--- config.mk ---
export PLATFORM = sky130hd
export DESIGN_NAME = btn_debounce_scheduler_flat
export DESIGN_NICKNAME = d
export VERILOG_FILES = /design/src/rtl/btn_debounce_if.sv /design/src/rtl/btn_debounce_scheduler.sv /design/src/flat_wrapper.sv
export SDC_FILE = /design/constraint.sdc
export NUM_CORES = 1
export LEC_CHECK = 0
export ABC_CLOCK_PERIOD_IN_PS = 3100
export CAP_MARGIN = 20
export CORE_UTILIZATION = 45
export CTS_CLUSTER_SIZE = 12
export DETAILED_ROUTE_END_ITERATION = 16
export PLACE_DENSITY_LB_ADDON = 0.1
export SLEW_MARGIN = 20
export SYNTH_ARGS = -nofsm -noshare
export SYNTH_HDL_FRONTEND = slang
export SYNTH_SLANG_ARGS = --single-unit
--- constraint.sdc ---
create_clock -name clk -period 3.1 [get_ports clk]
set_input_delay 0.62 -clock clk [delete_from_list [all_inputs] [get_ports clk]]
set_output_delay 0.62 -clock clk [all_outputs]
set_load 0.005 [all_outputs]
--- src/rtl/btn_debounce_if.sv ---
// Button debounce bus: raw buttons and sample strobe in, debounced levels,
// edge pulses and scheduler status out.
interface btn_debounce_if;
    logic [3:0] btn;
    logic       tick_en;
    logic [3:0] btn_level;
    logic [3:0] btn_press;
    logic [3:0] btn_release;
    logic       busy;
    logic [1:0] active_idx;

    modport master (
        output btn, tick_en,
        input  btn_level, btn_press, btn_release, busy, active_idx
    );

    modport slave (
        input  btn, tick_en,
        output btn_level, btn_press, btn_release, busy, active_idx
    );
endinterface

--- src/rtl/btn_debounce_scheduler.sv ---
// Four-button debouncer sharing one counter, granted round-robin to one button at a time.
// Define BTN_SYNC_EN to put a two-flop synchronizer on every raw button bit.
module btn_debounce_scheduler #(
    parameter int unsigned DEBOUNCE_LEN = 4
) (
    input  logic           clk,
    input  logic           rst,
    btn_debounce_if.slave  bus
);
    typedef enum logic {IDLE, COUNT} state_t;

    state_t      state_q, state_d;
    logic [15:0] cnt_q, cnt_d;
    logic [1:0]  ptr_q, ptr_d;
    logic [1:0]  idx_q, idx_d;
    logic [3:0]  level_q, level_d;
    logic [3:0]  press_q, press_d;
    logic [3:0]  release_q, release_d;
    logic [3:0]  s_btn;

`ifdef BTN_SYNC_EN
    logic [3:0] sync1_q, sync2_q;

    always_ff @(posedge clk) begin
        if (rst) begin
            sync1_q <= '0;
            sync2_q <= '0;
        end else begin
            sync1_q <= bus.btn;
            sync2_q <= sync1_q;
        end
    end

    assign s_btn = sync2_q;
`else
    assign s_btn = bus.btn;
`endif

    logic [3:0]  pending;
    logic [1:0]  cand;
    logic        found;
    logic [15:0] cnt_inc;

    assign pending = s_btn ^ level_q;
    assign cnt_inc = cnt_q + 16'd1;

    always_comb begin
        state_d   = state_q;
        cnt_d     = cnt_q;
        ptr_d     = ptr_q;
        idx_d     = idx_q;
        level_d   = level_q;
        press_d   = '0;
        release_d = '0;
        cand      = '0;
        found     = 1'b0;
        unique case (state_q)
            IDLE: begin
                // First pending button at or after the round-robin pointer wins.
                for (int k = 0; k < 4; k++) begin
                    cand = ptr_q + 2'(k);
                    if (!found && pending[cand]) begin
                        found = 1'b1;
                        idx_d = cand;
                    end
                end
                if (found) begin
                    cnt_d   = '0;
                    state_d = COUNT;
                end
            end
            COUNT: begin
                if (s_btn[idx_q] == level_q[idx_q]) begin
                    cnt_d   = '0;
                    ptr_d   = idx_q + 2'd1;
                    state_d = IDLE;
                end else if (bus.tick_en) begin
                    if (cnt_inc == 16'(DEBOUNCE_LEN)) begin
                        level_d[idx_q] = ~level_q[idx_q];
                        press_d[idx_q]   = ~level_q[idx_q];
                        release_d[idx_q] = level_q[idx_q];
                        ptr_d   = idx_q + 2'd1;
                        cnt_d   = '0;
                        state_d = IDLE;
                    end else begin
                        cnt_d = cnt_inc;
                    end
                end
            end
            default: state_d = IDLE;
        endcase
    end

    always_ff @(posedge clk) begin
        if (rst) begin
            state_q   <= IDLE;
            cnt_q     <= '0;
            ptr_q     <= '0;
            idx_q     <= '0;
            level_q   <= '0;
            press_q   <= '0;
            release_q <= '0;
        end else begin
            state_q   <= state_d;
            cnt_q     <= cnt_d;
            ptr_q     <= ptr_d;
            idx_q     <= idx_d;
            level_q   <= level_d;
            press_q   <= press_d;
            release_q <= release_d;
        end
    end

    assign bus.btn_level   = level_q;
    assign bus.btn_press   = press_q;
    assign bus.btn_release = release_q;
    assign bus.busy        = (state_q == COUNT);
    assign bus.active_idx  = (state_q == COUNT) ? idx_q : ptr_q;
endmodule

--- src/flat_wrapper.sv ---
// flat-port wrapper written by rule: the top's interface ports become plain ports
module btn_debounce_scheduler_flat 
#(
    parameter int unsigned DEBOUNCE_LEN = 4
)
  (clk, rst, bus_btn, bus_tick_en, bus_btn_level, bus_btn_press, bus_btn_release, bus_busy, bus_active_idx);
  btn_debounce_if bus_i ();
  input  logic clk;
  input  logic rst;
  input wire logic [$bits(bus_i.btn)-1:0] bus_btn;
  input wire logic [$bits(bus_i.tick_en)-1:0] bus_tick_en;
  output wire logic [$bits(bus_i.btn_level)-1:0] bus_btn_level;
  output wire logic [$bits(bus_i.btn_press)-1:0] bus_btn_press;
  output wire logic [$bits(bus_i.btn_release)-1:0] bus_btn_release;
  output wire logic [$bits(bus_i.busy)-1:0] bus_busy;
  output wire logic [$bits(bus_i.active_idx)-1:0] bus_active_idx;
  assign bus_i.btn = bus_btn;
  assign bus_i.tick_en = bus_tick_en;
  assign bus_btn_level = bus_i.btn_level;
  assign bus_btn_press = bus_i.btn_press;
  assign bus_btn_release = bus_i.btn_release;
  assign bus_busy = bus_i.busy;
  assign bus_active_idx = bus_i.active_idx;
  btn_debounce_scheduler #(.DEBOUNCE_LEN(DEBOUNCE_LEN)) u_core (.clk(clk), .rst(rst), .bus(bus_i));
endmodule
==> metrics.csv, run 1 <==
stage,metric,value,unit
run_status,status,"finished, final reports clean",
cts,cts_setup_buffers,0,
cts,clk_pin_slew,0.08,ns
die,fp.dieW,69.1,um
sta,period_share,0.824,
sta,post-route-min-period,2.55,ns
die,dieHeight,69.1,um
global_routing,grt_pass1_vias,1499,
die,start_util,0.468,
synth,syn_area,0.00202,sq mm
sta,relSlewSlack,0.707,
setup_path,cp.arrival,2.78,ns
sta,setup_tns,0,ns
layout,drive_gt1_frac,0.102,
synth,yosys_most_used_dff,dfxtp_1,
pwr,p_total,971,uW
place,gp_congestion,0.826,
setup_path,path_class,primary input to flip-flop,
synth,async_flop_share,0,
pwr,p_per_area,408,mW/mm^2
cts,cts_resized,0,
die,placementRows,24,
hold_path,hold_path_class,flip-flop to flip-flop,
flow_run,drv_cap,0,
layout,diodes,0,
sta,setup_viol,0,
die,dieArea,0.00477,sq mm
synth,synth-edff-count,0,
die,io_pins,22,
cts,cts_sinks,33,
synth,ys_seq_area_frac,0.326,
sta,timing.final.ws_setup,0.546,ns
global_routing,grt_use_total,0.191,
routing,drc,0,
sta,drv_slew,0,
cts,cts_root_buf,clkbuf_8,
sta,hold_viol,0,
synth,netlist_instances,234,
layout,syn2layout_area_growth,17.7,%
routing,routed_wl,4450,um
setup_path,startpoint_type,primary input,
routing,drt_iter0_drc,100,
cts,hold_buffers,0,
global_routing,grt_overflow,0,
setup_path,path_cells,"clkdlybuf4s50_1, xnor2_1, mux4_2, or2_4, or3_2, a21oi_1",
sta,tightest_slew,0.437,ns
synth,yosysWarnings,0,
setup_path,cp_slowest_cell,mux4_2,
cts,cts_tree,done,
sta,rsz0062_at_grt,false,
routing,drt-pass1-iter-count,4,
die,core_area,0.00432,sq mm
routing,vias,1732,
cts,clock_path_buffers,2,
synth,ys_types,53,
place,dpl.hpwl,3150,um
pwr,ir_drop,224,uV
global_routing,antenna_found_initial,0,
sta,finClkSkew,0.00789,ns
sta,fmax,0.391,GHz
synth,ys_seq_elements,33,
routing,ant_nets,0,
layout,nets,265,
synth,synth_nets,246,
place,portBuffers,21,
cts,cts_max_level,2,
synth,syn_area_per_cell,8.65,sq um
cts,clock_latency,0.29,ns
setup_path,end_kind,flip-flop,
setup_path,cp_slowest_stage_delay,0.55,ns
global_routing,grt_max_degree,22,
pwr,p_leak,0.891,nW
setup_path,crit_required,3.33,ns
global_routing,grt_pass1_wl,7420,um
routing,drt-vias-per-instance,5.66,
routing,routedWlPerCell,14.6,um
setup_path,critical_path_peak_fanout,14,
place,pre_cts_slack,0.252,ns
cts,numCtsBuffers,5,
==> worst max-delay path: cells and delay by family <==
family | cells | cell delay (ns)
compound gates | 1 | 0.14
xor+xnor | 1 | 0.20
buf+inv | 1 | 0.45
simple gates | 2 | 0.81
mux | 1 | 0.55
==> cells in the mapped netlist, types with 3 or more instances <==
master | count | area share
nor2_1 | 9 | 0.017
clkbuf_1 | 7 | 0.013
nand4_1 | 3 | 0.0093
mux2i_1 | 8 | 0.040
a21o_1 | 5 | 0.019
nand3b_1 | 5 | 0.019
ha_1 | 5 | 0.031
or3_1 | 5 | 0.015
and4_1 | 4 | 0.017
nand2b_1 | 9 | 0.028
nor4b_1 | 3 | 0.013
nand2_1 | 22 | 0.041
nor3_1 | 8 | 0.020
and2_1 | 12 | 0.037
a21oi_1 | 12 | 0.030
a31oi_1 | 4 | 0.012
nor2b_1 | 5 | 0.015
nand3_1 | 9 | 0.022
buf_2 | 5 | 0.012
or4_1 | 4 | 0.015
o21ai_0 | 10 | 0.025
dfxtp_1 | 33 | 0.33
nand4b_1 | 4 | 0.017
xnor2_1 | 6 | 0.026
inv_1 | 3 | 0.0056
==> metal layers <==
metal / routed length, um / GRT usage
met3: 177 / 0.0409
met2: 1930 / 0.283
met1: 2290 / 0.276
met4: 55 / 0.0612
met5: 0 / 0
==> cell usage in the layout, fill, tap and decap left out, types with 3 or more instances in the layout <==
cell type,Yosys,final
or3_1,5,5
nor2_1,9,9
clkbuf_8,0,5
and4_1,4,4
nand3b_1,5,5
clkdlybuf4s50_1,0,21
nand4_1,3,3
nand4b_1,4,4
or4_1,4,4
inv_1,3,3
a21oi_1,12,12
o21ai_0,10,10
a21o_1,5,5
nand2b_1,9,9
nor3_1,8,8
ha_1,5,5
dfxtp_1,33,33
and2_1,12,12
nor4b_1,3,3
xnor2_1,6,6
nor2b_1,5,5
nand2_1,22,22
buf_4,1,5
a31oi_1,4,4
mux2i_1,8,8
nand3_1,9,9
==> through the flow <==
| step | area, sq um | utilization | hold WS, ns | instances |
|---|---|---|---|---|
| 2_1_floorplan | 2020 | - | 0.436 | 234 |
| 3_5_place_dp | 2270 | 0.524 | 0.455 | 298 |
| 5_1_grt | 2380 | 0.551 | 0.504 | 306 |
| 3_3_place_gp | 2270 | 0.524 | 0.446 | 298 |
| 4_1_cts | 2380 | 0.551 | 0.466 | 306 |
| 6_report | 2380 | 0.551 | 0.463 | 306 |
==> final cells by class <==
| cell class | count | area, sq um |
|---|---|---|
| Sequential cell | 33 | 661 |
| Clock buffer | 5 | 68.8 |
| Timing Repair Buffer | 26 | 248 |
| Fill cell | 428 | 1940 |
| Multi-Input combinational cell | 184 | 1280 |
| Tap cell | 52 | 65.1 |
| Clock inverter | 3 | 46.3 |
| Inverter | 3 | 11.3 |
==> registers in the layout, indices dropped and copies added (netlist names) <==
register                cells
u_core.bus.btn_release      4
u_core.bus.btn_level        4
u_core.ptr_q                2
u_core.bus.btn_press        4
u_core.cnt_q               16
u_core.bus.busy             1
u_core.idx_q                2
==> kinds of logic (layout without fill, tap and decap cells) <==
kind of cell | after synthesis | after routing | synth area share
and+or+nand+nor | 118 | 118 | 0.362
AOI/OAI and AO/OA | 40 | 40 | 0.125
DFF | 33 | 33 | 0.326
buffers and inverters | 17 | 37 | 0.0402
muxes | 13 | 13 | 0.0803
xor gates and xnor gates | 8 | 8 | 0.0346
adders and majority gates | 5 | 5 | 0.0309
==> power breakdown <==
group | leakage (nW) | internal (mW) | switching [mW]
clock | 0.0543 | 0.241 | 0.177
sequential | 0.267 | 0.430 | 0.0137
combinational | 0.570 | 0.0556 | 0.0543
==> worst paths after layout <==
check        cells past startpoint              from                to  slack (ns)
max                              6        bus_btn[3]   u_core.cnt_q[9]        0.55
min                              2  u_core.cnt_q[15]  u_core.cnt_q[15]        0.46
max reg2reg                      7   u_core.cnt_q[0]   u_core.ptr_q[0]        0.57
min reg2reg                      2  u_core.cnt_q[15]  u_core.cnt_q[15]        0.46
Note: power is estimated with default switching activity, not from simulation.
==> run 2, diff against run 1 <==
--- a/config.mk
+++ b/config.mk
@@ -5,7 +5,7 @@
 export SDC_FILE = /design/constraint.sdc
 export NUM_CORES = 1
 export LEC_CHECK = 0
-export ABC_CLOCK_PERIOD_IN_PS = 3100
+export ABC_CLOCK_PERIOD_IN_PS = 2100
 export CAP_MARGIN = 20
 export CORE_UTILIZATION = 45
 export CTS_CLUSTER_SIZE = 12
==> constraint.sdc (replaced) <==
create_clock -name clk -period 2.1 [get_ports clk]
set_input_delay 0.42 -clock clk [delete_from_list [all_inputs] [get_ports clk]]
set_output_delay 0.42 -clock clk [all_outputs]
set_load 0.005 [all_outputs]
==> metrics.csv, run 2 (synthesis results as in run 1) <==
stage,metric,value,unit
run_status,status,"finished, violations left",
run_status,violations,negative setup slack,
setup_path,end_kind,flip-flop,
sta,post-route-min-period,2.22,ns
die,dieHeight,69.1,um
global_routing,grt_max_degree,26,
setup_path,critPathBufInv,0,
routing,routedWlPerCell,15.7,um
sta,hold_ws,0.480,ns
global_routing,grt_overflow,0,
global_routing,grt_pass1_wl,8960,um
setup_path,path_class,flip-flop to flip-flop,
setup_path,cp_slowest_cell,or4_4,
sta,fmax,0.450,GHz
cts,clock_path_buffers,2,
setup_path,cp_slowest_stage_delay,0.49,ns
pwr,ir_drop,323,uV
die,fp.dieW,69.1,um
layout,largest_reg_flops,16,
sta,drv_slew,0,
layout,drive_gt1_frac,0.358,
sta,tightest_slew,0.373,ns
setup_path,critical_path_peak_fanout,4,
die,io_pins,22,
place,postPlaceCellArea,0.00257,sq mm
die,placementRows,24,
die,core_area,0.00432,sq mm
cts,clock_latency,0.29,ns
layout,nets,313,
sta,relSlewSlack,0.749,
setup_path,path_cells,"ha_4, and3_4, nand4_1, mux2i_2, or4_4, o2bb2a_4, mux2_4",
layout,layout.cell_area.non_filler,0.00295,sq mm
setup_path,startpoint_type,flip-flop,
place,dpl.hpwl,3630,um
sta,setup_viol,11,
layout,largest-register,u_core.cnt_q,
sta,rsz0062_at_grt,true,
cts,clk_pin_slew,0.07,ns
setup_path,critPathTopFamily,simple AND/OR/NAND/NOR gates,
cts,numCtsBuffers,5,
sta,timing.final.ws_setup,-0.120,ns
die,dieArea,0.00477,sq mm
layout,nFillCells,373,
setup_path,r2r_slack,-0.12,ns
routing,drt_iter0_drc,109,
routing,vias,1966,
global_routing,antenna_found_initial,0,
global_routing,grt_use_total,0.237,
layout,syn2layout_area_growth,45.9,%
layout,diodes,0,
routing,routed_wl,5580,um
pwr,p_per_area,509,mW/mm^2
routing,ant_nets,0,
place,pre_cts_slack,-0.402,ns
cts,cts_max_level,2,
layout,final_util,0.683,
pwr,p_leak,1.15,nW
sta,hold_viol,0,
place,portBuffers,21,
cts,cts_root_buf,clkbuf_8,
routing,drt-vias-per-instance,5.55,
pwr,p_total,1.50,mW
cts,cts_sinks,33,
flow_run,drv_cap,0,
sta,finClkSkew,0.00720,ns
die,start_util,0.468,
routing,drt-pass1-iter-count,4,
routing,drc,0,
cts,cts_tree,done,
setup_path,cp.arrival,2.40,ns
hold_path,hold_path_class,flip-flop to flip-flop,
setup_path,crit_required,2.28,ns
sta,period_share,1.06,
layout,layout_common_cells,"48 x buf_4, 27 x dfxtp_1, 22 x nand2_1",
layout,final_common_cell,buf_4,
cts,hold_buffers,0,
place,gp_congestion,0.847,
global_routing,grt_pass1_vias,1867,
run 2: changes by cell type in the layout (fill, tap and decap cells not counted), moves of 4 or more:
| cell | delta |
|---|---|
| and4_4 | +4 |
| buf_4 | +43 |
| and4_1 | -4 |
| clkdlybuf4s50_1 | -4 |
| dlygate4sd2_1 | +4 |
| dfxtp_2 | +6 |
| nor3_1 | -4 |
| dfxtp_1 | -6 |
| nor3_4 | +4 |
run 2: final cells by class:
cell class	instances	area, sq um	share of cell area
Inverter	3	11.3	0.00381
Clock inverter	1	30.0	0.0102
Tap cell	52	65.1	0.0220
Clock buffer	7	86.3	0.0292
Timing Repair Buffer	73	619	0.210
Sequential cell	33	668	0.226
Multi-Input combinational cell	185	1470	0.499
run 2: power breakdown:
part           switching [mW]  internal (mW)  leakage, nW
combinational           0.106          0.119        0.826
sequential             0.0150          0.636        0.269
clock                   0.239          0.387       0.0585
total                   0.360           1.14         1.15
run 2: worst min-delay path, delay by kind of cell (launching register included):
kind	cells	cell delay, ns
and+or+nand+nor	1	0.06
AOI/OAI and AO/OA	1	0.06
DFF	1	0.31
run 2: worst paths after layout:
| check | start | to | depth (start not counted) |
|---|---|---|---|
| max | u_core.cnt_q[1] | u_core.ptr_q[0] | 7 |
| min | u_core.cnt_q[15] | u_core.cnt_q[15] | 2 |
| max reg2reg | u_core.cnt_q[1] | u_core.ptr_q[0] | 7 |
| min reg2reg | u_core.cnt_q[15] | u_core.cnt_q[15] | 2 |
run 2: what timing repair did:
item / CTS / global route
gates cloned: 1 / 0
pin swaps: 15 / 12
endpoints found under the setup margin: 28 / 22
endpoints found under the hold margin: 0 / 0
buffers inserted: 5 / 4
resized for setup: 25 / 27
run 2: per-layer routing:
metal / track usage / up-vias / wire (um)
met2: 0.369 / 37 / 2600
met4: 0.0680 / 0 / 85
li1: - / 985 / -
met5: 0 / - / 0
met1: 0.330 / 935 / 2720
met3: 0.0482 / 9 / 171
run 2: through the flow:
stage,setup TNS [ns],std cells
detailed placement,-9.43,336
floorplan,-0.0707,234
CTS,-0.335,350
finish,-0.390,354
global placement,-9.14,336
global route,-1.71,354
==> run 3, diff against run 2 <==
--- a/config.mk
+++ b/config.mk
@@ -11,6 +11,7 @@
 export CTS_CLUSTER_SIZE = 12
 export DETAILED_ROUTE_END_ITERATION = 16
 export PLACE_DENSITY_LB_ADDON = 0.1
+export REMOVE_ABC_BUFFERS = 1
 export SLEW_MARGIN = 20
 export SYNTH_ARGS = -nofsm -noshare
 export SYNTH_HDL_FRONTEND = slang
==> metrics.csv, run 3 (synthesis results as in run 1) <==
stage,metric,value,unit
layout,nets,316,
sta,finClkSkew,0.00920,ns
routing,drt-pass1-iter-count,4,
flow_run,drv_cap,0,
place,pre_cts_slack,-0.470,ns
pwr,pwr-share-comb,0.143,
pwr,power.switching,373,uW
setup_path,crit_required,2.27,ns
global_routing,grt_max_degree,19,
layout,final_common_cell,buf_4,
sta,setup_tns,-0.325,ns
cts,clock_latency,0.29,ns
die,io_pins,22,
place,gp_congestion,0.813,
cts,clock_path_buffers,2,
routing,ant_nets,0,
cts,clk_pin_slew,0.08,ns
sta,post-route-min-period,2.16,ns
cts,cts_tree,done,
run_status,violations,negative setup slack,
sta,relSlewSlack,0.735,
layout,regArea,666,sq um
layout,layout.cell_area.non_filler,0.00295,sq mm
cts,hold_buffers,0,
layout,syn2layout_area_growth,45.5,%
routing,drt_iter0_drc,98,
routing,drt-vias-per-instance,5.52,
sta,hold_ws,0.487,ns
pwr,seqPwrFrac,0.404,
pwr,sw_frac_of_total,0.233,
layout,diodes,0,
global_routing,grt_overflow,0,
sta,fmax,0.464,GHz
setup_path,end_kind,flip-flop,
layout,largest_reg_flops,16,
die,fp.dieW,69.1,um
pwr,ir_drop,316,uV
cts,cts_sinks,33,
place,dp_cells,342,
die,dieArea,0.00477,sq mm
pwr,p_clk_frac,0.453,
global_routing,antenna_found_initial,0,
routing,drc,0,
layout,final_util,0.681,
die,dieHeight,69.1,um
sta,rsz0062_at_grt,true,
run_status,status,"finished, violations left",
die,start_util,0.468,
layout,layout_common_cells,"51 x buf_4, 31 x dfxtp_1, 22 x nand2_1",
setup_path,path_class,flip-flop to flip-flop,
sta,tightest_slew,0.395,ns
cts,cts_max_level,2,
routing,vias,1972,
hold_path,hold_path_class,flip-flop to flip-flop,
die,placementRows,24,
global_routing,grt_pass1_wl,9050,um
sta,period_share,1.03,
layout,multi_input_area,0.00143,sq mm
place,dpl.hpwl,3710,um
setup_path,r2r_slack,-0.06,ns
global_routing,grt_use_total,0.235,
sta,timing.final.ws_setup,-0.0566,ns
sta,hold_viol,0,
cts,cts_root_buf,clkbuf_8,
pwr,p_total,1.60,mW
place,portBuffers,21,
global_routing,grt_pass1_vias,1958,
die,core_area,0.00432,sq mm
pwr,p_leak,1.19,nW
layout,largest-register,u_core.cnt_q,
setup_path,critical_path_peak_fanout,4,
layout,drive_gt1_frac,0.331,
cts,numCtsBuffers,5,
layout,fin_cells,357,
sta,drv_slew,0,
routing,routedWlPerCell,14.7,um
pwr,p_per_area,544,mW/mm^2
place,postPlaceCellArea,0.00261,sq mm
layout,nFillCells,376,
routing,routed_wl,5270,um
setup_path,cp.arrival,2.33,ns
pwr,internal_power,1.23,mW
setup_path,startpoint_type,flip-flop,
sta,setup_viol,12,
run 3: changes by cell type in the layout (fill, tap and decap cells not counted), moves of 2 or more:
cell / change
buf_4: +3
or3_4: +2
and4_1: +3
dfxtp_1: +4
and4_4: -4
xnor2_2: +2
or3_1: -2
mux2i_1: +2
mux2i_2: -2
xnor2_1: -2
dfxtp_2: -5
run 3: area by class of cell:
cell class | count | share of cell area
clock inverter | 3 | 0.0221
sequential | 33 | 0.226
clock buffer | 5 | 0.0234
tap | 52 | 0.0221
multi-input combinational | 185 | 0.485
timing repair buffer | 76 | 0.218
inverter | 3 | 0.00382
run 3: repair_timing:
| action | CTS | global route |
|---|---|---|
| gates cloned | 1 | 0 |
| setup endpoints to repair | 29 | 20 |
| setup buffers | 8 | 0 |
| gates resized for setup | 24 | 18 |
| hold endpoints to repair | 0 | 0 |
| pin swaps | 17 | 16 |
run 3: worst paths after layout:
check / cells past startpoint / from / endpoint
setup / recovery: 7 / u_core.cnt_q[0] / u_core.ptr_q[0]
hold / removal: 2 / u_core.cnt_q[15] / u_core.cnt_q[15]
setup reg to reg: 7 / u_core.cnt_q[0] / u_core.ptr_q[0]
hold reg to reg: 2 / u_core.cnt_q[15] / u_core.cnt_q[15]
run 3: power groups by stage:
stage,logic [mW],clock network [mW],registers [mW]
global placement,0.212,0,0.661
CTS,0.227,0.735,0.647
global route,0.249,0.773,0.648
floorplan,0.0963,0,0.665
finish,0.229,0.726,0.646
detailed placement,0.215,0,0.661
run 3: worst max-delay path, cell delays in order (launching register included):
cell,delay (ns)
dfxtp_2,0.35
ha_4,0.15
and3_4,0.21
nand4_1,0.16
mux2i_1,0.17
or4_1,0.49
o2bb2a_4,0.22
mux2_4,0.29
run 3: layer usage:
metal	vias to the layer above	GRT usage	wire, um
li1	991	-	-
met1	939	0.297	2390
met2	37	0.402	2660
met3	5	0.0497	161
met4	0	0.0658	59
met5	-	0	0
